==> src/rtl/program_loader.sv <==
// Program loader: writes a valid/ready byte stream into the program RAM at
// consecutive addresses from a base, stalling the CPU until the load is over.
module program_loader #(
    parameter int ADDR_W = 8,
    parameter int DATA_W = 8
) (
    input  logic              clk,
    input  logic              rst_n,
    input  logic              start,
    input  logic              abort,
    input  logic [ADDR_W-1:0] base_addr,
    input  logic [ADDR_W:0]   length,
    input  logic [DATA_W-1:0] in_data,
    input  logic              in_valid,
    output logic              in_ready,
    output logic              mem_we,
    output logic [ADDR_W-1:0] mem_addr,
    output logic [DATA_W-1:0] mem_wdata,
    output logic              busy,
    output logic              cpu_hold,
    output logic              done
);

    typedef enum logic [1:0] {
        IDLE  = 2'd0,
        LOAD  = 2'd1,
        FLUSH = 2'd2,
        DONE  = 2'd3
    } state_t;

    state_t              state_q, state_d;
    logic [ADDR_W-1:0]   ptr_q, ptr_d;
    logic [ADDR_W:0]     rem_q, rem_d;
    logic                accept_s;
    logic                in_ready_q, busy_q, cpu_hold_q, done_q, mem_we_q;
    logic [ADDR_W-1:0]   mem_addr_q;
    logic [DATA_W-1:0]   mem_wdata_q;

    // Next-state, pointer/count update and byte acceptance
    always_comb begin
        state_d  = state_q;
        ptr_d    = ptr_q;
        rem_d    = rem_q;
        accept_s = 1'b0;
        case (state_q)
            IDLE: begin
                if (start) begin
                    if (length != {(ADDR_W+1){1'b0}}) begin
                        ptr_d   = base_addr;
                        rem_d   = length;
                        state_d = LOAD;
                    end else begin
                        state_d = DONE;
                    end
                end else begin
                    state_d = IDLE;
                end
            end
            LOAD: begin
                // abort wins over a byte offered in the same cycle
                if (abort) begin
                    state_d = IDLE;
                end else if (in_valid && in_ready_q) begin
                    accept_s = 1'b1;
                    ptr_d    = ptr_q + ADDR_W'(1);
                    rem_d    = rem_q - (ADDR_W+1)'(1);
                    if (rem_q == (ADDR_W+1)'(1)) begin
                        state_d = FLUSH;
                    end else begin
                        state_d = LOAD;
                    end
                end else begin
                    state_d = LOAD;
                end
            end
            FLUSH: begin
                if (abort) begin
                    state_d = IDLE;
                end else begin
                    state_d = DONE;
                end
            end
            DONE:    state_d = IDLE;
            default: state_d = IDLE;
        endcase
    end

    // State, counters and registered outputs decoded from the next state
    always_ff @(posedge clk or negedge rst_n) begin
        if (!rst_n) begin
            state_q     <= IDLE;
            ptr_q       <= {ADDR_W{1'b0}};
            rem_q       <= {(ADDR_W+1){1'b0}};
            in_ready_q  <= 1'b0;
            busy_q      <= 1'b0;
            cpu_hold_q  <= 1'b0;
            done_q      <= 1'b0;
            mem_we_q    <= 1'b0;
            mem_addr_q  <= {ADDR_W{1'b0}};
            mem_wdata_q <= {DATA_W{1'b0}};
        end else begin
            state_q    <= state_d;
            ptr_q      <= ptr_d;
            rem_q      <= rem_d;
            in_ready_q <= (state_d == LOAD);
            busy_q     <= (state_d == LOAD) || (state_d == FLUSH);
            cpu_hold_q <= (state_d != IDLE);
            done_q     <= (state_d == DONE);
            mem_we_q   <= accept_s;
            if (accept_s) begin
                mem_addr_q  <= ptr_q;
                mem_wdata_q <= in_data;
            end
        end
    end

    assign in_ready  = in_ready_q;
    assign busy      = busy_q;
    assign cpu_hold  = cpu_hold_q;
    assign done      = done_q;
    assign mem_we    = mem_we_q;
    assign mem_addr  = mem_addr_q;
    assign mem_wdata = mem_wdata_q;

endmodule

==> config.mk <==
export PLATFORM = sky130hd
export DESIGN_NAME = program_loader
export DESIGN_NICKNAME = d
export VERILOG_FILES = /design/src/rtl/program_loader.sv
export SDC_FILE = /design/constraint.sdc
export NUM_CORES = 1
export LEC_CHECK = 0
export ABC_AREA = 1
export CAP_MARGIN = 20
export CORE_ASPECT_RATIO = 1.5
export CORE_UTILIZATION = 45
export CTS_CLUSTER_DIAMETER = 30
export CTS_CLUSTER_SIZE = 14
export DETAILED_ROUTE_END_ITERATION = 16
export GPL_ROUTABILITY_DRIVEN = 0
export HOLD_SLACK_MARGIN = 0.06
export MAX_ROUTING_LAYER = met4
export PLACE_DENSITY = 0.73
export SETUP_SLACK_MARGIN = 0.1
export SYNTH_ARGS = -nofsm -noshare
export SYNTH_HDL_FRONTEND = slang
export SYNTH_SLANG_ARGS = --single-unit
==> constraint.sdc <==
create_clock -name clk -period 2.8 [get_ports clk]
set_clock_uncertainty 0.15 [all_clocks]
set_input_delay 0.7 -clock clk [delete_from_list [all_inputs] [get_ports clk]]
set_output_delay 0.7 -clock clk [all_outputs]
set_load 0.02 [all_outputs]
; ---- Word level (Yosys, flattened, before mapping)
; Cells that the tools add are included.
[word_totals]
regBits = 40
inputBits = 30
[op_classes]
n_addsub = 2
eq_ne = 11
mux = 20
n_reduce_logical = 7
[op_table]
columns = cell, n
row1 = 9-bit two-way mux, 4
row2 = 8-bit two-way mux, 4
row3 = 9-bit one-hot mux with 2 select lines, 1
row4 = 8-bit one-hot mux with 2 select lines, 1
row5 = 2-bit two-way mux, 6
row6 = 9-bit by 1-bit equality test with 1-bit output (second input constant), 1
row7 = 9-bit nonzero test, 1
row8 = 9-bit by 1-bit subtractor with 9-bit output (second input constant), 1
row9 = 8-bit by 1-bit adder with 8-bit output (second input constant), 1
row10 = 2-bit equality test (second input constant), 4
row11 = 2-bit != test (second input constant), 4
row12 = 2-bit one-hot mux with 4 select lines, 1
row13 = 5-bit AND reduction, 1
row14 = 2-bit by 1-bit equality test with 1-bit output (second input constant), 2
row15 = 2-bit nonzero test, 2
row16 = 1-bit two-way mux, 3
row17 = 2-bit logical NOT, 1
row18 = 1-bit logical AND, 1
row19 = 1-bit logical OR, 1

; ---- Depth between registers and ports, before layout
[logic_depth]
depth_word = 7
mapped_depth = 10
mapped_depth_nobuf = 10

; ---- Least setup slack after synthesis
; OpenSTA, ideal clock, no wires.
[synth_path]
path_type = input-to-reg
from = input length[3]
to = register busy_q (netlist: busy)
setup_ps = 113
arrival_time_ps = 1731
setup_slack_ps = 806
cell_stages = 7
path_buffers = 0
cell_sequence = nor2_1 nand3_1 or2_2 o21ai_2 inv_1 ha_1 inv_1
[synth_via]
elab_chain_len = 6
elab_cells_between_ends = 7
cone_classes = 2 x eq/ne / 3 x mux / 2 x reduce/logical
[synth_lines]
columns = item, line_no
row1 = from (decl), 12  ; input logic [ADDR_W:0] length,
row2 = 9-bit nonzero test *, 48  ; if (length != {(ADDR_W+1){1'b0}}) begin
row3 = 2-bit two-way mux *, 48
row4 = 2-bit two-way mux *, 47  ; if (start) begin
row5 = 2-bit one-hot mux with 4 select lines *, 45  ; case (state_q)
row6 = named net state_d[1], 31  ; state_t state_q, state_d;
row7 = 2-bit by 1-bit equality test with 1-bit output or 2-bit equality test (tied branches), 106  ; busy_q <= (state_d == LOAD) || (state_d == FLUSH);
row8 = 1-bit logical OR *, 106
row9 = to (signal assigned), 106
row10 = to (decl), 35  ; logic in_ready_q, busy_q, cpu_hold_q, done_q, mem_we_q;
; Mark *: on every way through the listed nets, which the timed path passes. The rest lies on a longest branch.
; A chain may end at the register's enable or synchronous reset.

; ---- Worst setup path after layout
; Same ends and word-level chain as after synthesis.

==> results.py <==
metrics = {
    "finish": {
        "multi_input_area_um2": 971,
        "regArea_um2": 1000,
        "final_cells": 403,
        "utilization": 0.617,
        "final_area_um2": 2800,
        "diodes": 0,
        "layout-drive-gt1-share": 0.0649,
        "final_nets": 374,
        "synthToLayoutAreaGrowth_pct": 30.7,
        "fillers": 433,
    },
    "route": {
        "drc": 0,
        "antenna_left": 0,
        "dr.pass1.iters": 4,
        "avgViaCountPerCell": 4.87,
        "drt-wirelength-per-cell_um": 12.4,
        "num_vias": 1963,
        "wirelength_um": 4990,
        "drt_iter0_markers": 55,
    },
    "worst_hold_path": {
        "hold_class": "in -> async",
    },
    "logic_synthesis": {
        "yosysSeqAreaShare": 0.467,
        "async_flop_share": 1.00,
        "synth_nets": 322,
        "synth_most_common_cell": "nand2_1",
        "ys_seq_elements": 40,
        "yosysWarnings": 0,
        "synth_top_area_frac": 0.467,
        "synthFlopType": "dfrtp_1",
        "synth_commonest_cells": "nand2_1 (111), dfrtp_1 (40), nand3_1 (29), inv_1 (28), nor2_1 (20)",
        "postSynthCellCount": 286,
        "synth_edf_count": 0,
        "syn_area_per_cell_um2": 7.50,
        "netlist.top_cell.by_area": "dfrtp_1",
        "synthTopCellsByArea": "dfrtp_1 (47%), nand2_1 (19%), nand3_1 (6.8%)",
        "yosysUniqueCellTypes": 22,
        "netlist_area_um2": 2140,
    },
    "timing": {
        "post-route-period-util": 0.822,
        "tns_ns": 0,
        "min_period_ns": 2.30,
        "worst_slack_ns": 0.500,
        "setup_violations": 0,
        "worstMarginPinSlew_ns": 0.498,
        "hold_viol": 0,
        "finalMaxSlewViolations": 0,
        "rsz0062_at_grt": "false",
        "relSlewSlack": 0.668,
        "fmax_mhz": 435,
    },
    "grt": {
        "grt_max_degree": 28,
        "grt_pass1_vias": 1961,
        "grt_antenna_before_repair": 0,
        "overflow": 0,
        "grt_pass1_wl_um": 8710,
        "gr-usage-all-layers": 0.234,
    },
    "clock_tree": {
        "cts.reportedPaths.clkPinSlew_ns": 0.09,
        "holdBufCountCts": 0,
        "post_cts_resized": 0,
        "clock_latency_ns": 0.30,
        "post_cts_buffers": 0,
        "numCtsBuffers": 5,
        "cts_tree": "yes",
        "cts_buffer_depth": 2,
        "htreeDepth": 2,
        "root_buffer": "clkbuf_8",
        "cts_sinks": 40,
    },
    "placed_design": {
        "dp.cells": 395,
        "place_ws_ns": 0.176,
        "io_buffer_count": 50,
        "place_area_um2": 2690,
        "dp_hpwl_um": 3650,
    },
    "power_and_ir_drop": {
        "p_leak_nw": 1.39,
        "worst_ir_drop_vdd_v": 0.000492,
        "p_per_area_nw_per_um2": 883,
    },
    "critical_path": {
        "critPathKind": "in -> reg",
        "critPathCaptureType": "register",
        "crit_required_ns": 2.85,
        "reg2reg_depth": 9,
        "worst_setup_path_start_kind": "primary input",
        "crit_chain": "clkdlybuf4s50_1 > nor2_1 > nand3_1 > or2_2 > o21ai_2 > inv_1 > ha_1 > inv_1",
        "path_max_fanout": 3,
        "worst_ep_arrival_time_ns": 2.35,
        "crit_top_cell": "inv_1",
        "cpPeakStageDelay_ns": 0.42,
        "critPathSlowestCell": "clkdlybuf4s50_1",
    },
    "floorplanning": {
        "dieHeight_um": 86.6,
        "coreArea_um2": 4540,
        "die_area_um2": 5050,
        "rows": 30,
        "die_x_um": 58.4,
        "ios": 51,
        "start_util": 0.472,
    },
    "status": {
        "status": "complete, no violations",
    },
    "run": {
        "maxCapViolations": 0,
    },
}
## worst paths after layout
kind / startpoint / end / slack, ns
setup / recovery: length[3] / busy / 0.50
hold / removal: rst_n / mem_addr[2] / 0.15
setup reg to reg: state_q[1] / busy / 0.89
hold reg to reg: mem_wdata[1] / mem_wdata[1] / 0.33
max in group asynchronous: rst_n / state_q[0] / 1.69
min in group clk: mem_wdata[1] / mem_wdata[1] / 0.33
## worst max-delay path, delay by kind of cell
| kind | cells | cell delay, ns |
|---|---|---|
| buf+inv | 3 | 0.54 |
| fa+ha+maj | 1 | 0.27 |
| simple gates | 3 | 0.65 |
| compound gates | 1 | 0.19 |
## state kept, by name, indices dropped and copies added, names as in the netlist
| name | cells |
|---|---|
| rem_q | 9 |
| done | 1 |
| mem_we | 1 |
| cpu_hold | 1 |
| state_q | 2 |
| busy | 1 |
| in_ready | 1 |
| mem_wdata | 8 |
| ptr_q | 8 |
| mem_addr | 8 |
## report_power, final
| group | leakage (nW) | switching [mW] | internal (mW) | total [mW] |
|---|---|---|---|---|
| logic | 0.827 | 0.595 | 0.447 | 1.04 |
| clock network | 0.0583 | 0.217 | 0.268 | 0.485 |
| registers | 0.507 | 0.162 | 0.788 | 0.949 |
## cells by family after synthesis
group	after synthesis	share of synthesized area
buffers and inverters	38	0.0805
adder cells (fa/ha/maj)	6	0.0350
AO/OA/AOI/OAI	32	0.0829
flip-flops	40	0.467
AND/OR/NAND/NOR	170	0.335
## placed cells by master, fill, tap and decap left out
cell	instances
nor2_4	1
nor2_1	20
nor3_1	2
nand4_1	2
or2_2	3
buf_2	1
inv_1	28
o21bai_4	1
o21ai_2	1
nand2_1	111
ha_1	6
clkdlybuf4s50_1	49
clkinv_4	2
dfrtp_1	40
inv_2	1
nand3_1	29
or2_4	1
clkbuf_8	5
buf_4	4
a21oi_1	4
o21ai_1	18
o21ai_0	8
nand2_8	1
bufinv_16	1
## layer usage
layer,up-vias,track usage,part of all wire
met2,42,0.406,0.56
li1,1002,-,-
met4,0,0.0823,0.0080
met1,915,0.260,0.39
met5,-,-,0
met3,4,0.0522,0.040
## layout make-up
cell class                      instances  share of cell area
Timing Repair Buffer                   54               0.187
Sequential cell                        40               0.357
Clock buffer                            5              0.0246
Tap cell                               64              0.0286
Multi-Input combinational cell        208               0.346
Inverter                               29              0.0388
Clock inverter                          3              0.0170
## through the flow
step | hold slack (ns) | total power [mW]
final | 0.152 | 2.48
after global routing | 0.167 | 2.68
after CTS | 0.154 | 2.50
after floorplan | 0.254 | 1.59
after global placement | 0.305 | 1.98
after detailed placement | 0.310 | 2.00
No activity file was read; power rests on OpenSTA's default activity.
